==> config.mk <==
export PLATFORM = sky130hd
export DESIGN_NAME = uart_tx_mmio
export DESIGN_NICKNAME = d
export VERILOG_FILES = /design/src/rtl/uart_pkg.sv /design/src/rtl/sync_fifo.sv /design/src/rtl/uart_tx_mmio.sv
export SDC_FILE = /design/constraint.sdc
export NUM_CORES = 1
export LEC_CHECK = 0
export CAP_MARGIN = 25
export CORE_MARGIN = 10
export CORE_UTILIZATION = 28
export DETAILED_ROUTE_END_ITERATION = 10
export GPL_TIMING_DRIVEN = 0
export MAX_ROUTING_LAYER = met4
export PLACE_DENSITY = 0.48
export REMOVE_ABC_BUFFERS = 1
export SYNTH_ARGS = -nofsm -noshare
export SYNTH_HDL_FRONTEND = slang
export SYNTH_SLANG_ARGS = --single-unit
==> constraint.sdc <==
create_clock -name clk -period 4 [get_ports clk]
set_clock_uncertainty 0.05 [all_clocks]
set_input_delay 0.4 -clock clk [delete_from_list [all_inputs] [get_ports clk]]
set_output_delay 0.4 -clock clk [all_outputs]
set_load 0.1 [all_outputs]
==> src/rtl/uart_pkg.sv <==
// rtl/uart_pkg.sv - register map, bit indices and FSM states for the MMIO UART transmitter
package uart_pkg;

    localparam logic [63:0] REG_DATA   = 64'h00;
    localparam logic [63:0] REG_STATUS = 64'h08;
    localparam logic [63:0] REG_CTRL   = 64'h10;

    localparam int ST_BUSY      = 0;
    localparam int ST_FULL      = 1;
    localparam int ST_EMPTY     = 2;
    localparam int ST_OVERFLOW  = 3;
    localparam int ST_COUNT_LSB = 8;

    localparam int CTRL_IRQ_EN  = 0;
    localparam int CTRL_CLR_OVF = 1;

    typedef enum logic [1:0] {
        S_IDLE,
        S_START,
        S_DATA,
        S_STOP
    } tx_state_t;

endpackage

==> src/rtl/sync_fifo.sv <==
// rtl/sync_fifo.sv - byte-wide synchronous FIFO; pushes while full and pops while empty are ignored
module sync_fifo #(
    parameter int DEPTH = 16,
    localparam int AW = $clog2(DEPTH)
) (
    input  logic        clk,
    input  logic        reset,
    input  logic        push,
    input  logic [7:0]  push_data,
    input  logic        pop,
    output logic [7:0]  pop_data,
    output logic        full,
    output logic        empty,
    output logic [AW:0] count
);

    logic [7:0]    mem [DEPTH];
    logic [AW-1:0] wr_ptr;
    logic [AW-1:0] rd_ptr;
    logic          push_ok;
    logic          pop_ok;

    assign full     = (count == (AW+1)'(DEPTH));
    assign empty    = (count == '0);
    assign push_ok  = push && !full;
    assign pop_ok   = pop && !empty;
    assign pop_data = mem[rd_ptr];

    always_ff @(posedge clk) begin
        if (push_ok) begin
            mem[wr_ptr] <= push_data;
        end
    end

    // Pointers are AW bits wide, so they wrap modulo DEPTH for free.
    always_ff @(posedge clk) begin
        if (reset) begin
            wr_ptr <= '0;
            rd_ptr <= '0;
            count  <= '0;
        end else begin
            if (push_ok) begin
                wr_ptr <= wr_ptr + AW'(1);
            end
            if (pop_ok) begin
                rd_ptr <= rd_ptr + AW'(1);
            end
            count <= count + (AW+1)'(push_ok) - (AW+1)'(pop_ok);
        end
    end

endmodule

==> src/rtl/uart_tx_mmio.sv <==
// rtl/uart_tx_mmio.sv - memory-mapped 8N1 UART transmitter with TX FIFO, status/control and drain interrupt
module uart_tx_mmio
    import uart_pkg::*;
#(
    parameter int          CLK_HZ     = 50_000_000,
    parameter int          BAUD       = 115200,
    parameter int          FIFO_DEPTH = 16,
    parameter logic [63:0] BASE_ADDR  = 64'h8000_0000
) (
    input  logic        clk,
    input  logic        reset,
    input  logic [63:0] bus_address,
    input  logic [63:0] bus_write_data,
    input  logic        bus_write_enable,
    input  logic        bus_read_enable,
    output logic [63:0] bus_read_data,
    output logic        uart_txd,
    output logic        irq
);

    localparam int DIV = CLK_HZ / BAUD;
    localparam int CW  = $clog2(DIV);
    localparam int NW  = $clog2(FIFO_DEPTH) + 1;

    logic          sel_data;
    logic          sel_status;
    logic          sel_ctrl;
    logic          fifo_push;
    logic          fifo_pop;
    logic [7:0]    fifo_dout;
    logic          fifo_full;
    logic          fifo_empty;
    logic [NW-1:0] fifo_count;
    logic          irq_en;
    logic          overflow;
    logic [63:0]   read_mux;
    tx_state_t     state;
    logic [CW-1:0] baud_cnt;
    logic          baud_last;
    logic [2:0]    bit_idx;
    logic [7:0]    shreg;
    logic          unused_wdata;

    assign sel_data   = (bus_address == BASE_ADDR + REG_DATA);
    assign sel_status = (bus_address == BASE_ADDR + REG_STATUS);
    assign sel_ctrl   = (bus_address == BASE_ADDR + REG_CTRL);

    assign fifo_push    = bus_write_enable && sel_data;
    assign fifo_pop     = (state == S_IDLE) && !fifo_empty;
    assign baud_last    = (baud_cnt == CW'(DIV - 1));
    assign unused_wdata = ^bus_write_data[63:8];

    sync_fifo #(
        .DEPTH (FIFO_DEPTH)
    ) u_fifo (
        .clk       (clk),
        .reset     (reset),
        .push      (fifo_push),
        .push_data (bus_write_data[7:0]),
        .pop       (fifo_pop),
        .pop_data  (fifo_dout),
        .full      (fifo_full),
        .empty     (fifo_empty),
        .count     (fifo_count)
    );

    always_comb begin
        read_mux = '0;
        if (sel_status) begin
            read_mux[ST_BUSY]              = (state != S_IDLE);
            read_mux[ST_FULL]              = fifo_full;
            read_mux[ST_EMPTY]             = fifo_empty;
            read_mux[ST_OVERFLOW]          = overflow;
            read_mux[ST_COUNT_LSB +: 8]    = 8'(fifo_count);
        end else if (sel_ctrl) begin
            read_mux[CTRL_IRQ_EN]          = irq_en;
        end
    end

    // A dropped push sets overflow even if a clear lands in the same cycle.
    always_ff @(posedge clk) begin
        if (reset) begin
            irq_en        <= 1'b0;
            overflow      <= 1'b0;
            bus_read_data <= '0;
            irq           <= 1'b0;
        end else begin
            if (bus_write_enable && sel_ctrl) begin
                irq_en <= bus_write_data[CTRL_IRQ_EN];
            end
            if (fifo_push && fifo_full) begin
                overflow <= 1'b1;
            end else if (bus_write_enable && sel_ctrl && bus_write_data[CTRL_CLR_OVF]) begin
                overflow <= 1'b0;
            end
            if (bus_read_enable) begin
                bus_read_data <= read_mux;
            end
            irq <= irq_en && fifo_empty && (state == S_IDLE);
        end
    end

    always_ff @(posedge clk) begin
        if (reset) begin
            state    <= S_IDLE;
            uart_txd <= 1'b1;
            baud_cnt <= '0;
            bit_idx  <= '0;
            shreg    <= '0;
        end else begin
            case (state)
                S_IDLE: begin
                    if (!fifo_empty) begin
                        shreg    <= fifo_dout;
                        uart_txd <= 1'b0;
                        baud_cnt <= '0;
                        state    <= S_START;
                    end
                end
                S_START: begin
                    if (baud_last) begin
                        baud_cnt <= '0;
                        bit_idx  <= '0;
                        uart_txd <= shreg[0];
                        state    <= S_DATA;
                    end else begin
                        baud_cnt <= baud_cnt + CW'(1);
                    end
                end
                S_DATA: begin
                    if (baud_last) begin
                        baud_cnt <= '0;
                        if (bit_idx == 3'd7) begin
                            uart_txd <= 1'b1;
                            state    <= S_STOP;
                        end else begin
                            bit_idx  <= bit_idx + 3'd1;
                            shreg    <= {1'b0, shreg[7:1]};
                            uart_txd <= shreg[1];
                        end
                    end else begin
                        baud_cnt <= baud_cnt + CW'(1);
                    end
                end
                S_STOP: begin
                    if (baud_last) begin
                        baud_cnt <= '0;
                        state    <= S_IDLE;
                    end else begin
                        baud_cnt <= baud_cnt + CW'(1);
                    end
                end
                default: begin
                    state    <= S_IDLE;
                    uart_txd <= 1'b1;
                end
            endcase
        end
    end

endmodule

=== Yosys cells after proc, flatten, opt, wreduce, memory -nomap -nowiden ===
Memory sizes are Yosys's and may differ from the RTL's. A register that Yosys moved wholly into a read port is not among the register bits.
Cells that the tools add are included.

* Register bits after elaboration: 51
* Bits in writable memories: 128
* Input port bits: 132
* Output and inout port bits: 66
* Logic and storage cells: 89
* Memories kept: 1

* Add/sub/neg operators: 6
* Eq/ne operators: 15
* Muxes and demuxes: 32
* Reductions and logical operators: 23

{| class="wikitable"
|+ Memory list
! memory !! depth !! bits a word !! rd ports !! clocked after Yosys merged registers in !! wr ports !! RTL line !! text
|-
| u_fifo.mem || 16 || 8 || 1 || 1 || 1 || sync_fifo.sv:17 || <nowiki>logic [7:0] mem [DEPTH];</nowiki>
|}

{| class="wikitable"
|+ Operator list
! cell !! number
|-
| == test 64 x 32 -> 1 bit, second input constant || 3
|-
| 2-to-1 mux 8 bit || 3
|-
| 2-to-1 mux 9 bit || 2
|-
| one-hot mux 9 bit (2 select lines) || 1
|-
| one-hot mux 8 bit (2 select lines) || 1
|-
| 2-to-1 mux 3 bit || 4
|-
| inequality test 2 bit, second input constant || 6
|-
| AND reduction 4 bit || 3
|-
| 2-to-1 mux 1 bit || 10
|-
| 2-to-1 mux 2 bit || 5
|-
| adder 9 x 1 -> 9 bit, second input constant || 1
|-
| == test 9 bit, second input constant || 1
|-
| logical AND 1 bit || 9
|-
| adder 4 x 1 -> 4 bit, second input constant || 2
|-
| 2-to-1 mux 4 bit || 2
|-
| one-hot mux 2 bit (4 select lines) || 1
|-
| nonzero test 2 bit || 4
|-
| one-hot mux 3 bit (2 select lines) || 1
|-
| adder 5 x 1 -> 5 bit || 1
|-
| == test 5 bit, second input constant || 1
|-
| logical NOT 5 bit || 1
|-
| 2-to-1 mux 5 bit || 1
|-
| AND reduction 5 bit || 1
|-
| subtractor 5 x 1 -> 5 bit || 1
|-
| 9 further kinds || 11
|}

=== Longest topological paths before layout ===
Gate-level depths: netlist of the first run.

* Depth in word-level cells: 6
* Gate-level depth with buffers: 13
* Gate-level depth less buffers: 13

=== Modules after synthesis ===
A second synthesis of the first run with hierarchy kept.

* Cell total of the unflattened synthesis: 561
* Area total of the unflattened synthesis: 8,080.2 µm²

{| class="wikitable"
|+ Modules (own cells, without submodules)
! module !! instances !! cells each !! area each (µm²) !! sequential area each (µm²)
|-
| sync_fifo || 1 || 306 || 5,799.3 || 4,184.0
|-
| uart_tx_mmio || 1 || 255 || 2,280.9 || 700.7
|}

=== Worst setup path before layout of the first run ===
Ideal clock, no wire load.

* Kind: flip-flop to flip-flop
* Start: register u_fifo.count[3]
* End: register u_fifo.count[4]
* Setup time: 0.128 ns
* Arrival time: 2.659 ns
* Data required time: 3.822 ns
* Path slack: 1.164 ns
* Stages on the path, launching flop included: 14
* Buffers on the path: 0
* Clock period less this slack: 2.836 ns
* Cell sequence: dfxtp_1 -> inv_1 -> ha_1 -> nor4b_1 -> nor2_1 -> ha_1 -> inv_1 -> ha_1 -> fa_1 -> a21oi_1 -> nor2_1 -> nor2_1 -> xnor2_1 -> nor2_1

* Longest elaborated chain between the ends: 5
* Elaborated cells between the ends (all ways): 9
* Those cells by class: add/sub: 2; eq/ne: 1; reduce/logical: 6

{| class="wikitable"
|+ Ends and longest elaborated chain
! element !! RTL line !! text
|-
| start, declared || sync_fifo.sv:14 || <nowiki>output logic [AW:0] count</nowiki>
|-
| start signal, assigned || sync_fifo.sv:48 || <nowiki>count <= count + (AW+1)'(push_ok) - (AW+1)'(pop_ok);</nowiki>
|-
| logical NOT 5 bit * || sync_fifo.sv:24 || <nowiki>assign empty = (count == '0);</nowiki>
|-
| logical NOT 1 bit * || sync_fifo.sv:26, uart_tx_mmio.sv:49 ||
|-
| logical AND 1 bit || uart_tx_mmio.sv:49 || <nowiki>assign fifo_pop = (state == S_IDLE) && !fifo_empty;</nowiki>
|-
| logical AND 1 bit * || sync_fifo.sv:26 || <nowiki>assign pop_ok = pop && !empty;</nowiki>
|-
| net u_fifo.pop_ok || sync_fifo.sv:21 || <nowiki>logic pop_ok;</nowiki>
|-
| subtractor 5 x 1 -> 5 bit * || sync_fifo.sv:48 ||
|}

The timed path passes the listed nets; every way through them passes the cells marked *.
A chain may end at the register's enable or synchronous reset.

=== Worst setup path after layout of the first run ===
* Start: input bus_address[39]
* End: register u_fifo.count[4]

* Longest elaborated chain between the ends: 5

{| class="wikitable"
|+ Ends and longest elaborated chain
! element !! RTL line !! text
|-
| start, declared || uart_tx_mmio.sv:12 || <nowiki>input logic [63:0] bus_address,</nowiki>
|-
| == test 64 x 32 -> 1 bit || uart_tx_mmio.sv:44 || <nowiki>assign sel_data = (bus_address == BASE_ADDR + REG_DATA);</nowiki>
|-
| logical AND 1 bit || uart_tx_mmio.sv:48 || <nowiki>assign fifo_push = bus_write_enable && sel_data;</nowiki>
|-
| logical AND 1 bit || sync_fifo.sv:25 || <nowiki>assign push_ok = push && !full;</nowiki>
|-
| adder 5 x 1 -> 5 bit || sync_fifo.sv:48 ||
|-
| subtractor 5 x 1 -> 5 bit || sync_fifo.sv:48 ||
|}

No other way between the ends.

==> results of run 1 <==
-- cells in the mapped netlist (5+ instances only) --
| cell | instances | share of area [%] |
|---|---|---|
| sky130_fd_sc_hd__nand3_1 | 12 | 0.75 |
| sky130_fd_sc_hd__and4_1 | 17 | 1.9 |
| sky130_fd_sc_hd__nand4_1 | 10 | 0.78 |
| sky130_fd_sc_hd__xor2_1 | 7 | 0.77 |
| sky130_fd_sc_hd__mux4_2 | 32 | 9.0 |
| sky130_fd_sc_hd__a22oi_1 | 15 | 1.4 |
| sky130_fd_sc_hd__dfxtp_1 | 52 | 13 |
| sky130_fd_sc_hd__buf_4 | 55 | 5.2 |
| sky130_fd_sc_hd__a21oi_1 | 21 | 1.3 |
| sky130_fd_sc_hd__nor4_1 | 9 | 0.71 |
| sky130_fd_sc_hd__a211oi_1 | 11 | 1.0 |
| sky130_fd_sc_hd__clkbuf_1 | 14 | 0.66 |
| sky130_fd_sc_hd__o21ai_0 | 9 | 0.56 |
| sky130_fd_sc_hd__nand2b_1 | 5 | 0.39 |
| sky130_fd_sc_hd__xnor2_1 | 7 | 0.77 |
| sky130_fd_sc_hd__a22o_1 | 7 | 0.77 |
| sky130_fd_sc_hd__ha_1 | 20 | 3.1 |
| sky130_fd_sc_hd__nand3b_1 | 5 | 0.47 |
| sky130_fd_sc_hd__edfxtp_1 | 128 | 48 |
| sky130_fd_sc_hd__inv_1 | 19 | 0.89 |
| sky130_fd_sc_hd__nor3_1 | 15 | 0.94 |
| sky130_fd_sc_hd__nand2_1 | 13 | 0.61 |
| sky130_fd_sc_hd__nor4_2 | 5 | 0.78 |
| sky130_fd_sc_hd__nor2b_1 | 6 | 0.47 |
| sky130_fd_sc_hd__nor2_1 | 36 | 1.7 |
-- where the power goes --
group          total (mW)  leakage [nW]  internal (mW)  switching (mW)
clock network        1.60         0.274          0.824           0.772
logic                1.43          1.34          0.593           0.841
registers            2.25          1.57           2.09           0.157
total                5.28          3.19           3.51            1.77
-- critical path, stage by stage --
cell,delay [ns]
sky130_fd_sc_hd__clkdlybuf4s50_1,0.44
sky130_fd_sc_hd__nor4_1,0.34
sky130_fd_sc_hd__nand4_1,0.20
sky130_fd_sc_hd__or4_1,0.73
sky130_fd_sc_hd__nor2_4,0.35
sky130_fd_sc_hd__ha_1,0.25
sky130_fd_sc_hd__fa_1,0.23
sky130_fd_sc_hd__a21oi_1,0.08
sky130_fd_sc_hd__nor2_1,0.09
sky130_fd_sc_hd__nor2_1,0.06
sky130_fd_sc_hd__xnor2_1,0.14
sky130_fd_sc_hd__nor2_1,0.05
-- cells in the final DEF, fill, tap and decap left out, drive strengths merged, types with 5 or more instances in the layout --
| master | instances |
|---|---|
| a22oi | 15 |
| nor3 | 16 |
| ha | 20 |
| a211oi | 11 |
| nand3b | 5 |
| dfxtp | 52 |
| clkinv | 5 |
| conb | 55 |
| nand2b | 5 |
| mux4 | 32 |
| o21ai | 10 |
| a21oi | 21 |
| nand3 | 12 |
| inv | 27 |
| nor2b | 6 |
| xor2 | 7 |
| nor2 | 37 |
| nand4 | 10 |
| and4 | 17 |
| edfxtp | 128 |
| clkbuf | 17 |
| nand2 | 13 |
| xnor2 | 7 |
| a22o | 7 |
| nor4 | 14 |
| clkdlybuf4s50 | 86 |
-- metal layers --
metal  vias to the layer above  global-route usage [%]  wire [um]
met1                      2387                   12.49       8007
met2                       188                   17.34       9100
li1                       2242                       -          -
met4                         0                   3.114        214
met3                        14                   2.917       1129
met5                         -                       -          0
-- layout make-up --
cell class                      instances  area, sq um
Fill cell                            2706        18310
Sequential cell                       180         4887
Multi-Input combinational cell        348         2721
Timing Repair Buffer                   89        913.4
Tap cell                              378        473.0
Clock buffer                           17        425.4
Clock inverter                         14        136.4
Inverter                               19        71.32
-- sequential cells by signal (all words and copies together) (netlist names), named ones only --
register	flops
u_fifo.rd_ptr	4
u_fifo.wr_ptr	4
uart_txd	1
shreg	8
overflow	1
bit_idx	3
irq	1
u_fifo.mem	128
state	2
irq_en	1
u_fifo.count	5
bus_read_data	9
baud_cnt	9
-- kinds of logic after synthesis --
group           share of synthesized area [%]
xor+xnor                                1.536
buf+inv                                 7.242
other cells                           0.04698
mux                                     9.280
simple gates                            10.99
compound gates                          6.318
fa+ha+maj                               3.386
flops                                   61.20
-- path summary, 6_finish.rpt --
| kind | startpoint | end | slack [ns] | depth (start not counted) |
|---|---|---|---|---|
| setup / recovery | bus_address[39] | u_fifo.count[4] | 0.91 | 12 |
| hold / removal | bus_read_data[0] | bus_read_data[0] | 0.42 | 2 |
| setup reg to reg | u_fifo.count[2] | u_fifo.count[4] | 1.08 | 14 |
| hold reg to reg | bus_read_data[0] | bus_read_data[0] | 0.42 | 2 |
==> run summary, run 1 <==
At the end of the flow the core is filled with cells to 34.47%. After detailed routing, the number of vias per cell comes to 4.623. The tools report the number of top-level design ports as 198. In this run the core area contains 61 standard-cell rows. For this configuration, the core starts out at a cell density of 28.57%. The worst pin sits at a relative slew slack of 33.49%. The tightest min-delay check is of the reg2reg type. Post-synth design cell area: 7981 sq um.

Once layout is done, the placed cells without fillers occupy 9628 sq um. The fraction of layout cells with a size suffix above 1 works out to 11.69%. The flow ran to the end, and the final reports show no timing, DRC or antenna violations.

Summed over all layers, the routed wires come to 18450 um. In the routed design, unresolved DRC markers number 0. CTS saw 180 sinks. Classification of the worst setup path: in2reg.

Clock root buffer: sky130_fd_sc_hd__clkbuf_16. The tools report the number of DRC markers in iteration 0 as 258. Setup repair after global routing left no endpoint under its margin. The final critical path takes up 77.15% of the cycle.

The required time of the critical path came out at 4.27 ns. For the synthesized instance count, the log shows 568. The number of slew-limit violations in the final report came out at 0. Counting I/O delays and the setup requirement, the final critical path takes 3.086 ns. Worst supply voltage drop on vdd: 0.0002540 V. In this run the horizontal extent of the chip is 188.8 um.

The maximum level of the CTS H-tree is 4, and the post-placement setup slack is 0.4582 ns. For this run, the register share of the synthesized area comes to 61.20%. The net count of the finished layout is 808.

The areal power density over the cells is 548.1 nW/um^2, and the number of warning messages in the yosys log is 0. Leading register cell type out of synthesis: sky130_fd_sc_hd__edfxtp_1. For the pin count of the biggest net entering global routing, the log shows 31. The number of distinct library cells after synthesis was 50; the final count of negative-setup-slack endpoints was 0. The logs give 0 for the max capacitance violation total and 0 for the aggregate global routing overflow. In this run the static leakage power is 3.186 nW. The clock latency on the worst-skew pair is 0.43 ns, and the post-layout worst setup margin is 0.9140 ns. Count of flip-flops with a built-in enable after synthesis: 128. Post-CTS timing repair inserted 0 buffers for setup. The floorplan die area was 35660 sq um. STA classifies the critical path endpoint as a register.

The first global-routing pass estimated 28390 um of wire. Total power for the finished layout comes to 5.277 mW. The number of optimization iterations in the first detailed-route pass came out at 5. Global routing used 10.58% of the available tracks.

The placeable core region was 27930 sq um. For this run, asynchronously set or reset flops after synthesis account for 0%. The longest clock path from root to sink contains 2 buffers. Derived from the worst setup path, the maximum achievable clock frequency is 324.0 MHz. The finished layout holds 1045 standard cells, fillers aside. The post-detailed-route count of antenna-violating nets came out at 0. The critical path launch point type was an input port. Once detailed placement completed, the half-perimeter wirelength came to 13020 um. TritonCTS built the clock tree. The tightest hold path in the finished design has a slack of 0.4248 ns. Summing over every cut layer, the via total after detailed routing is 4831. The count of antenna diodes in the layout is 0, and the slew at the pin closest to its max-slew limit is 0.9946 ns. After clock tree synthesis, the clock-pin slew on the worst setup and hold paths is 0.07 ns. In this run, placement finished with an instance count of 1014.

The routed wirelength normalized by instance count was 17.66 um; the post-cts gate resize count was 0. The run gives 0 as the post-cts hold buffer count. The summed negative setup slack over all endpoints was 0 ns; the number of buffers inserted by port buffering was 86. STA puts the critical path data arrival time at 3.36 ns. A synthesized cell averages 14.05 sq um.

Number of clock buffers inserted by TritonCTS: 17. The synthesized design contains 180 register bits. For the final number of hold-violating endpoints, the log shows 0.

The number of antenna violations at the first check in global routing was 0. The via count of the first global-routing pass was 5002; the layout overhead on the synthesized area was 20.63%. The placed instances occupy a cell area of 9066 sq um. The maximum fanout count along the critical path was 17. The floorplan step set the die height to 188.8 um.

The routability-driven placement congestion ratio came out at 0.8291.
Note: power is estimated with default switching activity, not from simulation.
==> inputs of run 2 (changes only) <==
==> constraint.sdc (replaced) <==
create_clock -name clk -period 3.11 [get_ports clk]
set_clock_uncertainty 0.05 [all_clocks]
set_input_delay 0.311 -clock clk [delete_from_list [all_inputs] [get_ports clk]]
set_output_delay 0.311 -clock clk [all_outputs]
set_load 0.1 [all_outputs]
==> run summary, run 2 (synthesized netlist as in run 1, its figures left out) <==
The classification of the worst setup path was in2reg. Routed via count: 4833 (+0.041%). The tools report the pin count of the biggest net entering global routing as 31 (unchanged). TritonCTS built the clock tree.

Worst min-delay path class: reg2reg. The tools report the upper clock frequency limit as 343.1 MHz. The via count of the first global-routing pass was 5002 (unchanged). The final worst-path cycle share is 93.71%.

The run gives 35660 sq um (unchanged) as the floorplan die area. The run gives 3.12 ns (-1.15 ns) as the required time of the critical path. The instance count after placement with tap cells included is 1014 (unchanged), and the layout overhead on the synthesized area is 20.96%. The tree is rooted in a sky130_fd_sc_hd__clkbuf_16. The routed wirelength normalized by instance count is 17.67 um (about the same). The logs give 13020 um (unchanged) for the detailed-placement wirelength estimate and 17 (unchanged) for the number of clock buffers inserted by TritonCTS.

The number of optimization iterations in the first detailed-route pass came out at 5 (unchanged). The run gives 0 (unchanged) as the count of antenna diodes in the layout. The net count reported at finish is 809 (+0.12%), and the maximum fanout count along the critical path is 16 (-1).

The worst-case headroom to the max-slew limit is 33.49% (about the same). The total power was 6.800 mW (+29%). The worst setup path is captured at a register. The tools report the number of antenna violations at the first check in global routing as 0 (unchanged). The tools report the post-detailed-route count of antenna-violating nets as 0 (unchanged). The run gives 0.8291 (unchanged) as the routability-driven placement congestion ratio.

Counting I/O delays and the setup requirement, the final critical path takes 2.915 ns. The logs give 0 ns (unchanged) for the summed negative setup slack over all endpoints and 1046 (+0.096%) for the number of standard cells in the final layout excluding fillers. The largest registers in the layout are u_fifo.mem x128, baud_cnt x9, bus_read_data x9. STA classifies the critical path startpoint as an input port.

The flow ran to the end, and the final reports show no timing, DRC or antenna violations. The number of buffers inserted by port buffering came out at 86 (unchanged). The number of top-level design ports came out at 198 (unchanged).

For the worst supply voltage drop on vdd, the log shows 0.0003293 V (+30%). The areal power density over the cells was 704.3 nW/um^2 (+29%); the aggregate global routing overflow was 0 (unchanged). The fraction of layout cells with a size suffix above 1 is 11.98% (+0.28 points). Leaving out fill and tap cells, the most frequent cells in the layout are 128 x sky130_fd_sc_hd__edfxtp_1, 86 x sky130_fd_sc_hd__clkdlybuf4s50_1, 55 x sky130_fd_sc_hd__conb_1. For the final non-filler cell area, the log shows 9654 sq um (+0.27%). The post-CTS clock slew at the launch and capture registers of the worst setup and hold paths is 0.07 ns (about the same), and the arrival time of the worst setup path is 2.93 ns (-0.43 ns).

For the cell area after placement, the log shows 9066 sq um (unchanged). The tools report the register cell area after layout as 4887 sq um (unchanged). The library cell used most frequently in the layout, excluding fill and tap cells, is sky130_fd_sc_hd__edfxtp_1. The number of slew-limit violations in the final report is 0 (unchanged), and the final count of negative-setup-slack endpoints is 0 (unchanged). The run gives 0 (unchanged) as the post-cts hold buffer count. The floorplan die width is 188.8 um (unchanged), and the total number of placement rows is 61 (unchanged). The logs give 28.57% (unchanged) for the starting utilization of the core area and 0 (unchanged) for the final number of hold-violating endpoints.

The number of flip-flops under the largest register name was 128 (unchanged); the number of DRC violations after detailed routing was 0 (unchanged). The clock latency on the worst-skew pair was 0.43 ns (about the same); the maximum level of the CTS H-tree was 4 (unchanged). For the wire length of the first global-routing pass, the log shows 28390 um (unchanged). The placeable core region was 27930 sq um (unchanged).

The final routed wirelength across all metal layers is 18490 um (+0.18%). The logs give 3.196 nW (+0.32%) for the leakage power figure and 2706 (unchanged) for the fill cell total of the finished layout. The buffer levels on the longest clock path is 2 (unchanged). The all-layer global routing usage was 10.58% (unchanged). The average via count per standard cell is 4.620 (about the same), and the slew at the pin closest to its max-slew limit is 0.9946 ns (-0.000003457 ns). The vertical die dimension works out to 188.8 um (unchanged). For the number of DRC markers in iteration 0, the log shows 294 (+14%). The max capacitance violation total was 0 (unchanged). The register ranked first by flip-flop count is u_fifo.mem.

The total area of multi-input combinational cells was 2728 sq um (+0.23%); the total clock sinks was 180 (unchanged).
==> run 2: cell count changes in the layout (fill, tap and decap cells not counted), sizes merged <==
cell	previous run	this run
buf	3	4
==> run 2: final cells by class <==
type | count | share of cell area [%]
repair buffers | 90 | 9.668
multi-input cells | 348 | 28.25
clock inverters | 14 | 1.413
flip-flops and latches | 180 | 50.62
clock buffers | 17 | 4.406
well taps | 378 | 4.899
inverters | 19 | 0.7387
==> run 2: where the power goes <==
group | internal [mW] | switching (mW) | leakage (nW)
sequential | 2.69 | 0.205 | 1.57
clock | 1.06 | 0.993 | 0.274
combinational | 0.766 | 1.09 | 1.35
total | 4.51 | 2.28 | 3.20
==> run 2: worst paths after layout <==
path | start | end | slack (ns) | cells after the start
worst max-delay path | bus_address[39] | u_fifo.mem[5][7] | 0.20 | 7
worst min-delay path | bus_read_data[0] | bus_read_data[0] | 0.42 | 2
worst max register to register | u_fifo.count[2] | u_fifo.count[4] | 0.26 | 14
worst min register to register | bus_read_data[0] | bus_read_data[0] | 0.42 | 2
==> run 2: stage by stage <==
| step | hold slack (ns) | utilization [%] | setup slack (ns) |
|---|---|---|---|
| after global placement | 0.4083 | 32.26 | -0.6985 |
| after floorplan | 0.3301 | - | 0.2868 |
| after global routing | 0.4496 | 34.56 | -0.004673 |
| after CTS | 0.4281 | 34.47 | 0.1196 |
| final | 0.4242 | 34.56 | 0.1955 |
| after detailed placement | 0.4166 | 32.46 | -0.3428 |
==> run 2: repair_timing <==
item / 4_1_cts / 5_1_grt
gates resized for setup: 0 / 1
setup buffers: 0 / 1
endpoints found under the setup margin: 0 / 69
==> run 2: critical path: stages <==
cell and delay [ns]:
sky130_fd_sc_hd__clkdlybuf4s50_1 0.44, sky130_fd_sc_hd__nor4_1 0.34, sky130_fd_sc_hd__nand4_1 0.20, sky130_fd_sc_hd__or4_1 0.73, sky130_fd_sc_hd__nor2_4 0.19, sky130_fd_sc_hd__buf_12 0.14
sky130_fd_sc_hd__and4_1 0.56
==> run 2: per-layer routing <==
metal	vias up	wire [um]	GRT usage, %
met3	13	1028	2.917
li1	2247	-	-
met1	2395	8128	12.49
met2	178	9123	17.34
met5	-	0	-
met4	0	205	3.114
==> inputs of run 3 (changes only) <==
--- a/config.mk
+++ b/config.mk
@@ -10,6 +10,7 @@
 export CORE_UTILIZATION = 28
 export DETAILED_ROUTE_END_ITERATION = 10
 export GPL_TIMING_DRIVEN = 0
+export HOLD_SLACK_MARGIN = 0.1
 export MAX_ROUTING_LAYER = met4
 export PLACE_DENSITY = 0.48
 export REMOVE_ABC_BUFFERS = 1
==> results of run 3 <==
Same layout as run 2: the final DEF is identical, and so are final timing and power.
